`config.mk`:
```
export PLATFORM = sky130hd
export DESIGN_NAME = knn_majority_vote
export DESIGN_NICKNAME = d
export VERILOG_FILES = /design/src/rtl/knn_pkg.sv /design/src/rtl/knn_vote_counter.sv /design/src/rtl/knn_majority_vote.sv
export SDC_FILE = /design/constraint.sdc
export NUM_CORES = 1
export LEC_CHECK = 0
export ABC_AREA = 1
export CELL_PAD_IN_SITES_DETAIL_PLACEMENT = 0
export CELL_PAD_IN_SITES_GLOBAL_PLACEMENT = 2
export CORE_ASPECT_RATIO = 0.6
export CORE_UTILIZATION = 20
export DETAILED_ROUTE_END_ITERATION = 7
export GPL_ROUTABILITY_DRIVEN = 0
export GPL_TIMING_DRIVEN = 0
export PLACE_DENSITY = 0.9
export SYNTH_ARGS = -nofsm -noshare
export SYNTH_HDL_FRONTEND = slang
export SYNTH_HIERARCHICAL = 1
export SYNTH_SLANG_ARGS = --single-unit
```
`constraint.sdc`:
```
create_clock -name clk -period 4.3 [get_ports clk]
set_input_delay 1.29 -clock clk [delete_from_list [all_inputs] [get_ports clk]]
set_output_delay 1.29 -clock clk [all_outputs]
set_load 0.02 [all_outputs]
```
`src/rtl/knn_pkg.sv`:
```
// Shared definitions for the KNN majority-vote stage: vote FSM encoding,
// the unfilled-slot distance marker and a counter width helper.
package knn_pkg;

    typedef enum logic [1:0] {
        VS_IDLE   = 2'd0,
        VS_COUNT  = 2'd1,
        VS_SELECT = 2'd2,
        VS_DONE   = 2'd3
    } vote_state_e;

    localparam int KNN_DIST_W = 16;
    localparam logic [KNN_DIST_W-1:0] KNN_UNFILLED_DIST = '1;

    // Bits needed to hold the values 0..max_val.
    function automatic int cnt_width(input int max_val);
        return (max_val < 1) ? 1 : $clog2(max_val + 1);
    endfunction

endpackage

```
`src/rtl/knn_vote_counter.sv`:
```
// Per-class vote counters and first-seen rank registers.
// The first-rank value K marks a class that has not been seen in this vote.
module knn_vote_counter
    import knn_pkg::*;
#(
    parameter int K      = 3,
    parameter int TYPE_W = 2
) (
    input  logic                        clk,
    input  logic                        rst,
    input  logic                        clr,
    input  logic                        inc,
    input  logic [TYPE_W-1:0]           inc_type,
    input  logic [cnt_width(K)-1:0]     inc_rank,
    input  logic [TYPE_W-1:0]           rd_idx,
    output logic [cnt_width(K)-1:0]     rd_count,
    output logic [cnt_width(K)-1:0]     rd_first_rank
);

    localparam int C      = 2 ** TYPE_W;
    localparam int RANK_W = cnt_width(K);
    localparam logic [RANK_W-1:0] UNSEEN = RANK_W'(K);

    logic [RANK_W-1:0] count      [0:C-1];
    logic [RANK_W-1:0] first_rank [0:C-1];

    always_ff @(posedge clk) begin
        if (!rst) begin
            for (int c = 0; c < C; c++) begin
                count[c]      <= '0;
                first_rank[c] <= '0;
            end
        end else if (clr) begin
            for (int c = 0; c < C; c++) begin
                count[c]      <= '0;
                first_rank[c] <= UNSEEN;
            end
        end else if (inc) begin
            count[inc_type] <= count[inc_type] + RANK_W'(1);
            // Ranks arrive in ascending order, so the first hit is the nearest.
            if (first_rank[inc_type] == UNSEEN) begin
                first_rank[inc_type] <= inc_rank;
            end
        end
    end

    assign rd_count      = count[rd_idx];
    assign rd_first_rank = first_rank[rd_idx];

endmodule

```
`src/rtl/knn_majority_vote.sv`:
```
// Majority vote over the K nearest sorted neighbours with nearest-first
// tie-break; publishes the winning class with a one-cycle done pulse.
//
// state  | meaning
// IDLE   | wait for valid_sort, capture K nearest ranks, clear counters
// COUNT  | one rank per cycle, nearest first, tally filled slots
// SELECT | one class per cycle, keep best (count, then nearest first rank)
// DONE   | register result, pulse inference_done
module knn_majority_vote
    import knn_pkg::*;
#(
    parameter int N      = 8,
    parameter int K      = 3,
    parameter int W      = 16,
    parameter int TYPE_W = 2
) (
    input  logic                      clk,
    input  logic                      rst,
    input  logic                      valid_sort,
    input  logic [W-1:0]              distance_array_sorted [0:N-1],
    input  logic [TYPE_W-1:0]         type_array_sorted     [0:N-1],
    output logic [TYPE_W-1:0]         inferred_type,
    output logic                      inference_done,
    output logic                      busy,
    output logic [$clog2(K+1)-1:0]    vote_count,
    output logic                      no_neighbours
);

    localparam int C       = 2 ** TYPE_W;
    localparam int RANK_W  = cnt_width(K);
    localparam int STEP_W  = cnt_width(((K > C) ? K : C) - 1);
    localparam int K_IDX_W = (K > 1) ? $clog2(K) : 1;

    localparam logic [1:0] S_IDLE   = VS_IDLE;
    localparam logic [1:0] S_COUNT  = VS_COUNT;
    localparam logic [1:0] S_SELECT = VS_SELECT;
    localparam logic [1:0] S_DONE   = VS_DONE;

    localparam logic [W-1:0]      UNFILLED = '1;
    localparam logic [STEP_W-1:0] K_LAST   = STEP_W'(K - 1);
    localparam logic [STEP_W-1:0] C_LAST   = STEP_W'(C - 1);
    localparam logic [RANK_W-1:0] UNSEEN   = RANK_W'(K);

    logic [1:0]         state;
    logic [STEP_W-1:0]  step_cnt;
    logic [TYPE_W-1:0]  cap_type   [0:K-1];
    logic               cap_filled [0:K-1];

    logic [TYPE_W-1:0]  best_type;
    logic [RANK_W-1:0]  best_count;
    logic [RANK_W-1:0]  best_rank;

    logic               vc_clr;
    logic               vc_inc;
    logic [K_IDX_W-1:0] rank_idx;
    logic [TYPE_W-1:0]  class_idx;
    logic [RANK_W-1:0]  rd_count;
    logic [RANK_W-1:0]  rd_first_rank;
    logic               take_class;

    // step_cnt counts down; the scanned index is last - step so ranks and
    // classes are visited in ascending order.
    always_comb begin
        rank_idx   = K_IDX_W'(K_LAST - step_cnt);
        class_idx  = TYPE_W'(C_LAST - step_cnt);
        vc_clr     = (state == S_IDLE) && valid_sort;
        vc_inc     = (state == S_COUNT) && cap_filled[rank_idx];
        take_class = (rd_count > best_count) ||
                     ((rd_count == best_count) && (rd_count != '0) &&
                      (rd_first_rank < best_rank));
    end

    knn_vote_counter #(
        .K      (K),
        .TYPE_W (TYPE_W)
    ) u_vote_counter (
        .clk           (clk),
        .rst           (rst),
        .clr           (vc_clr),
        .inc           (vc_inc),
        .inc_type      (cap_type[rank_idx]),
        .inc_rank      (RANK_W'(rank_idx)),
        .rd_idx        (class_idx),
        .rd_count      (rd_count),
        .rd_first_rank (rd_first_rank)
    );

    always_ff @(posedge clk) begin
        if (!rst) begin
            state          <= S_IDLE;
            step_cnt       <= '0;
            best_type      <= '0;
            best_count     <= '0;
            best_rank      <= '0;
            inferred_type  <= '0;
            inference_done <= 1'b0;
            busy           <= 1'b0;
            vote_count     <= '0;
            no_neighbours  <= 1'b0;
            for (int r = 0; r < K; r++) begin
                cap_type[r]   <= '0;
                cap_filled[r] <= 1'b0;
            end
        end else begin
            inference_done <= 1'b0;
            case (state)
                S_IDLE: begin
                    busy <= valid_sort;
                    if (valid_sort) begin
                        for (int r = 0; r < K; r++) begin
                            cap_type[r]   <= type_array_sorted[N-1-r];
                            cap_filled[r] <= (distance_array_sorted[N-1-r] != UNFILLED);
                        end
                        best_type  <= '0;
                        best_count <= '0;
                        best_rank  <= UNSEEN;
                        step_cnt   <= K_LAST;
                        state      <= S_COUNT;
                    end
                end
                S_COUNT: begin
                    busy <= 1'b1;
                    if (step_cnt == '0) begin
                        step_cnt <= C_LAST;
                        state    <= S_SELECT;
                    end else begin
                        step_cnt <= step_cnt - STEP_W'(1);
                    end
                end
                S_SELECT: begin
                    busy <= 1'b1;
                    if (take_class) begin
                        best_type  <= class_idx;
                        best_count <= rd_count;
                        best_rank  <= rd_first_rank;
                    end
                    if (step_cnt == '0) begin
                        state <= S_DONE;
                    end else begin
                        step_cnt <= step_cnt - STEP_W'(1);
                    end
                end
                S_DONE: begin
                    busy           <= 1'b1;
                    inference_done <= 1'b1;
                    if (best_count == '0) begin
                        inferred_type <= '1;
                        vote_count    <= '0;
                        no_neighbours <= 1'b1;
                    end else begin
                        inferred_type <= best_type;
                        vote_count    <= best_count;
                        no_neighbours <= 1'b0;
                    end
                    state <= S_IDLE;
                end
                default: state <= S_IDLE;
            endcase
        end
    end

endmodule
```
==> reports/qor.csv <==
stage,metric,value,unit
synthesis,async_reset_ff_share,0,%
timing,hold_violations,0,
timing,period_minus_slack,3420,ps
worst_setup_path,start_kind,flip-flop,
place,post-place-ws,896,ps
global_routing,grt_pass1_wl,10.7,mm
timing,setup_viol_count_final,0,
synthesis,synth_common_cells,"nand2_1 (83), inv_1 (39), nor2_1 (38)",
worst_setup_path,r2r_cells,11,
clock_network,cts_max_level,2,
clock_network,clock_latency,290,ps
worst_setup_path,cp-end-kind,flip-flop,
layout,n_fill_cell,1273,
layout,diodes,0,
synthesis,syn_area,2470,µm²
route,drtIter0Drc,132,
synthesis,synthTopCellsByArea,"edfxtp_1 (30%), dfxtp_1 (14%), nand2_1 (13%)",
worst_setup_path,rrSetupSlack,880,ps
clock_network,postCtsSetupBuffers,0,
synthesis,synthDistinctLibCells,29,
worst_setup_path,worstPathArrival,3420,ps
power,power.density,569,nW/µm²
clock_network,numCtsBuffers,5,
worst_hold_path,hold_depth,2,
layout,multi_input_area,1140,µm²
synthesis,ys.flop_type,edfxtp_1,
worst_setup_path,startpoint,step_cnt[0]$_SDFFE_PN0P_,
power,p_clk_share,19.2,%
die,row_count,31,
timing,setup_ws,879,ps
timing,setup_tns,0,ps
timing,worst_pin_slew,925,ps
route,highest_layer,met4,
layout,syn_to_final_growth,39.9,%
clock_network,cts_tree,yes,
worst_hold_path,hold_start,best_type[0]$_SDFFE_PN0P_,
job,cap_violations,0,
die,die_height,88.1,µm
route,drc,0,
timing,relSlewSlack,37.7,%
die,pin_count,154,
timing,fmax,292,MHz
route,wl_met2,2.48,mm
synthesis,postSynthAreaPerCell,7.75,µm²
clock_network,ctsResizeCount,0,
power,swShare,42.8,%
worst_setup_path,crit_required,4300,ps
clock_network,clock_sinks,42,
layout,utilization,28.7,%
layout,nNetsFinal,545,
route,vias,2308,
layout,drive_gt1_share,9.49,%
die,die_w,146,µm
clock_network,clk_pin_slew,70,ps
worst_setup_path,reg2reg_from,step_cnt[0]$_SDFFE_PN0P_,
timing,final-max-slew-violation-count,0,
route,wl_met3,525,µm
route,post_drt_via_cell_ratio,4.16,
worst_setup_path,worstPathMaxFanout,11,
global_routing,grt-ovfl-total,0,
synthesis,synthesis.instances,319,
route,wl_met1,3.29,mm
global_routing,grt_max_degree,16,
power,intPower,0.00113,W
global_routing,grt_pass1_vias,2188,
synthesis,synthesis.nets,475,
global_routing,antenna_found_initial,0,
timing,period_share,79.6,%
synthesis,yosysMostFrequentCell,nand2_1,
power,p_leak,1.47,nW
route,wl_per_cell,11.4,µm
synthesis,synth_edf_count,25,
global_routing,grtUsageTotal,10.7,%
worst_hold_path,hp-class,reg2reg,
route,dr.pass1.iters,4,
clock_network,postCtsHoldBufs,0,
synthesis,synth_warnings,6,
power,p_seq_share,31.3,%
synthesis,synth_top_cell_area_share,30.4,%
synthesis,ys_seq_elements,42,
die,start_util,20.5,%
die,die-area,12800,µm²
layout,regArea,1090,µm²
power,comb_power_share,49.4,%
route,wl,6.35,mm
clock_network,clockBufferDepth,2,
die,core_region_area,12100,µm²
timing,rsz0062_at_grt,false,
synthesis,synth.largest_area_cell,edfxtp_1,
status,status,"finished, final reports clean",
place,hpwl,5.12,mm
place,io_buffers,63,
worst_setup_path,crit_type,reg2reg,
power,switchingPower,0.000843,W
timing,skew,7.80,ps
synthesis,ys_seq_area_share,44.1,%
route,ant_nets,0,
clock_network,cts-root-buf,clkbuf_16,
power,ir_drop,0.201,mV
flip-flops by register name (all words and copies together) (netlist names):
signal	count
u_vote_counter/count	8
u_vote_counter/first_rank	8
cap_type	6
cap_filled	3
best_count	2
best_rank	2
best_type	2
inferred_type	2
state	2
step_cnt	2
vote_count	2
busy	1
inference_done	1
no_neighbours	1
stage by stage:
step | cell area, µm² | cells | hold WS [ps] | power [W]
6_report | 3460 | 555 | 457 | 0.00197
4_1_cts | 3460 | 555 | 463 | 0.00199
3_5_place_dp | 3310 | 547 | 456 | 0.00160
2_1_floorplan | 2470 | 319 | 444 | 0.00131
3_3_place_gp | 3310 | 547 | 456 | 0.00159
5_1_grt | 3460 | 555 | 489 | 0.00216
critical path, cell delays in order, from the launching register on:
cell and delay (ps):
dfxtp_1 560, inv_1 310, ha_1 450, o21ai_0 100, o21ai_0 740, inv_2 170, nor2_4 240, nand2_1 100
nand3_2 130, buf_6 150, nand3_1 80, nand2_1 100
final timing paths:
path / endpoint
max: u_vote_counter/first_rank[2][1]$_DFFE_PP_
min: inferred_type[0]$_SDFFE_PN0P_
max reg2reg: u_vote_counter/first_rank[2][1]$_DFFE_PP_
min reg2reg: inferred_type[0]$_SDFFE_PN0P_
cell usage in the layout (no fill, tap or decap):
cell type and n:
o22ai_1 4, or2_0 1, inv_2 5, o21ai_0 13, edfxtp_1 25, o21ai_1 1
dfxtp_1 17, ha_1 9, a21oi_1 19, a22oi_1 1, nor2_1 38, clkinvlp_4 2
a31oi_1 2, buf_6 4, a211oi_1 1, nand3_1 12, o211ai_1 1, clkbuf_16 5
inv_6 1, clkbuf_1 1, nand2_2 4, nor3_1 3, buf_4 2, nor2_2 4
nand3_2 6, or2_2 1, clkbuf_8 1, nor2_4 2, nand2_1 83, o21bai_1 1
clkdlybuf4s50_1 63, inv_1 39, nand4_1 19
cell families (layout without fill, tap and decap cells):
kind of cell	count (synthesis)	count (layout)	synth area share, %
DFF	42	42	44.1
adders and majority gates	9	9	4.55
AOI/OAI and AO/OA	43	43	9.41
and+or+nand+nor	173	173	32.1
buffers and inverters	52	123	9.82
power groups by stage:
stage	clock (W)	sequential (W)	combinational, W
after floorplan	0	0.000612	0.000697
after global placement	0	0.000621	0.000968
after detailed placement	0	0.000626	0.000974
after CTS	0.000390	0.000617	0.000979
after global routing	0.000406	0.000632	0.00112
final	0.000379	0.000617	0.000973
layer usage:
metal	track usage, %	vias up
met5	0	-
met3	3.70	5
li1	-	1191
met1	15.0	1025
met4	2.78	0
met2	15.6	87
area by class of cell:
type                    instances  area share, %
plain buffers                   8           2.24
inverters                      44           4.78
well taps                     165           5.97
clock inverters                 3          0.687
clock buffers                   5           3.62
multi-input cells             225           32.9
flip-flops and latches         42           31.5
repair buffers                 63           18.2
Power figures use the tool's default switching activity.
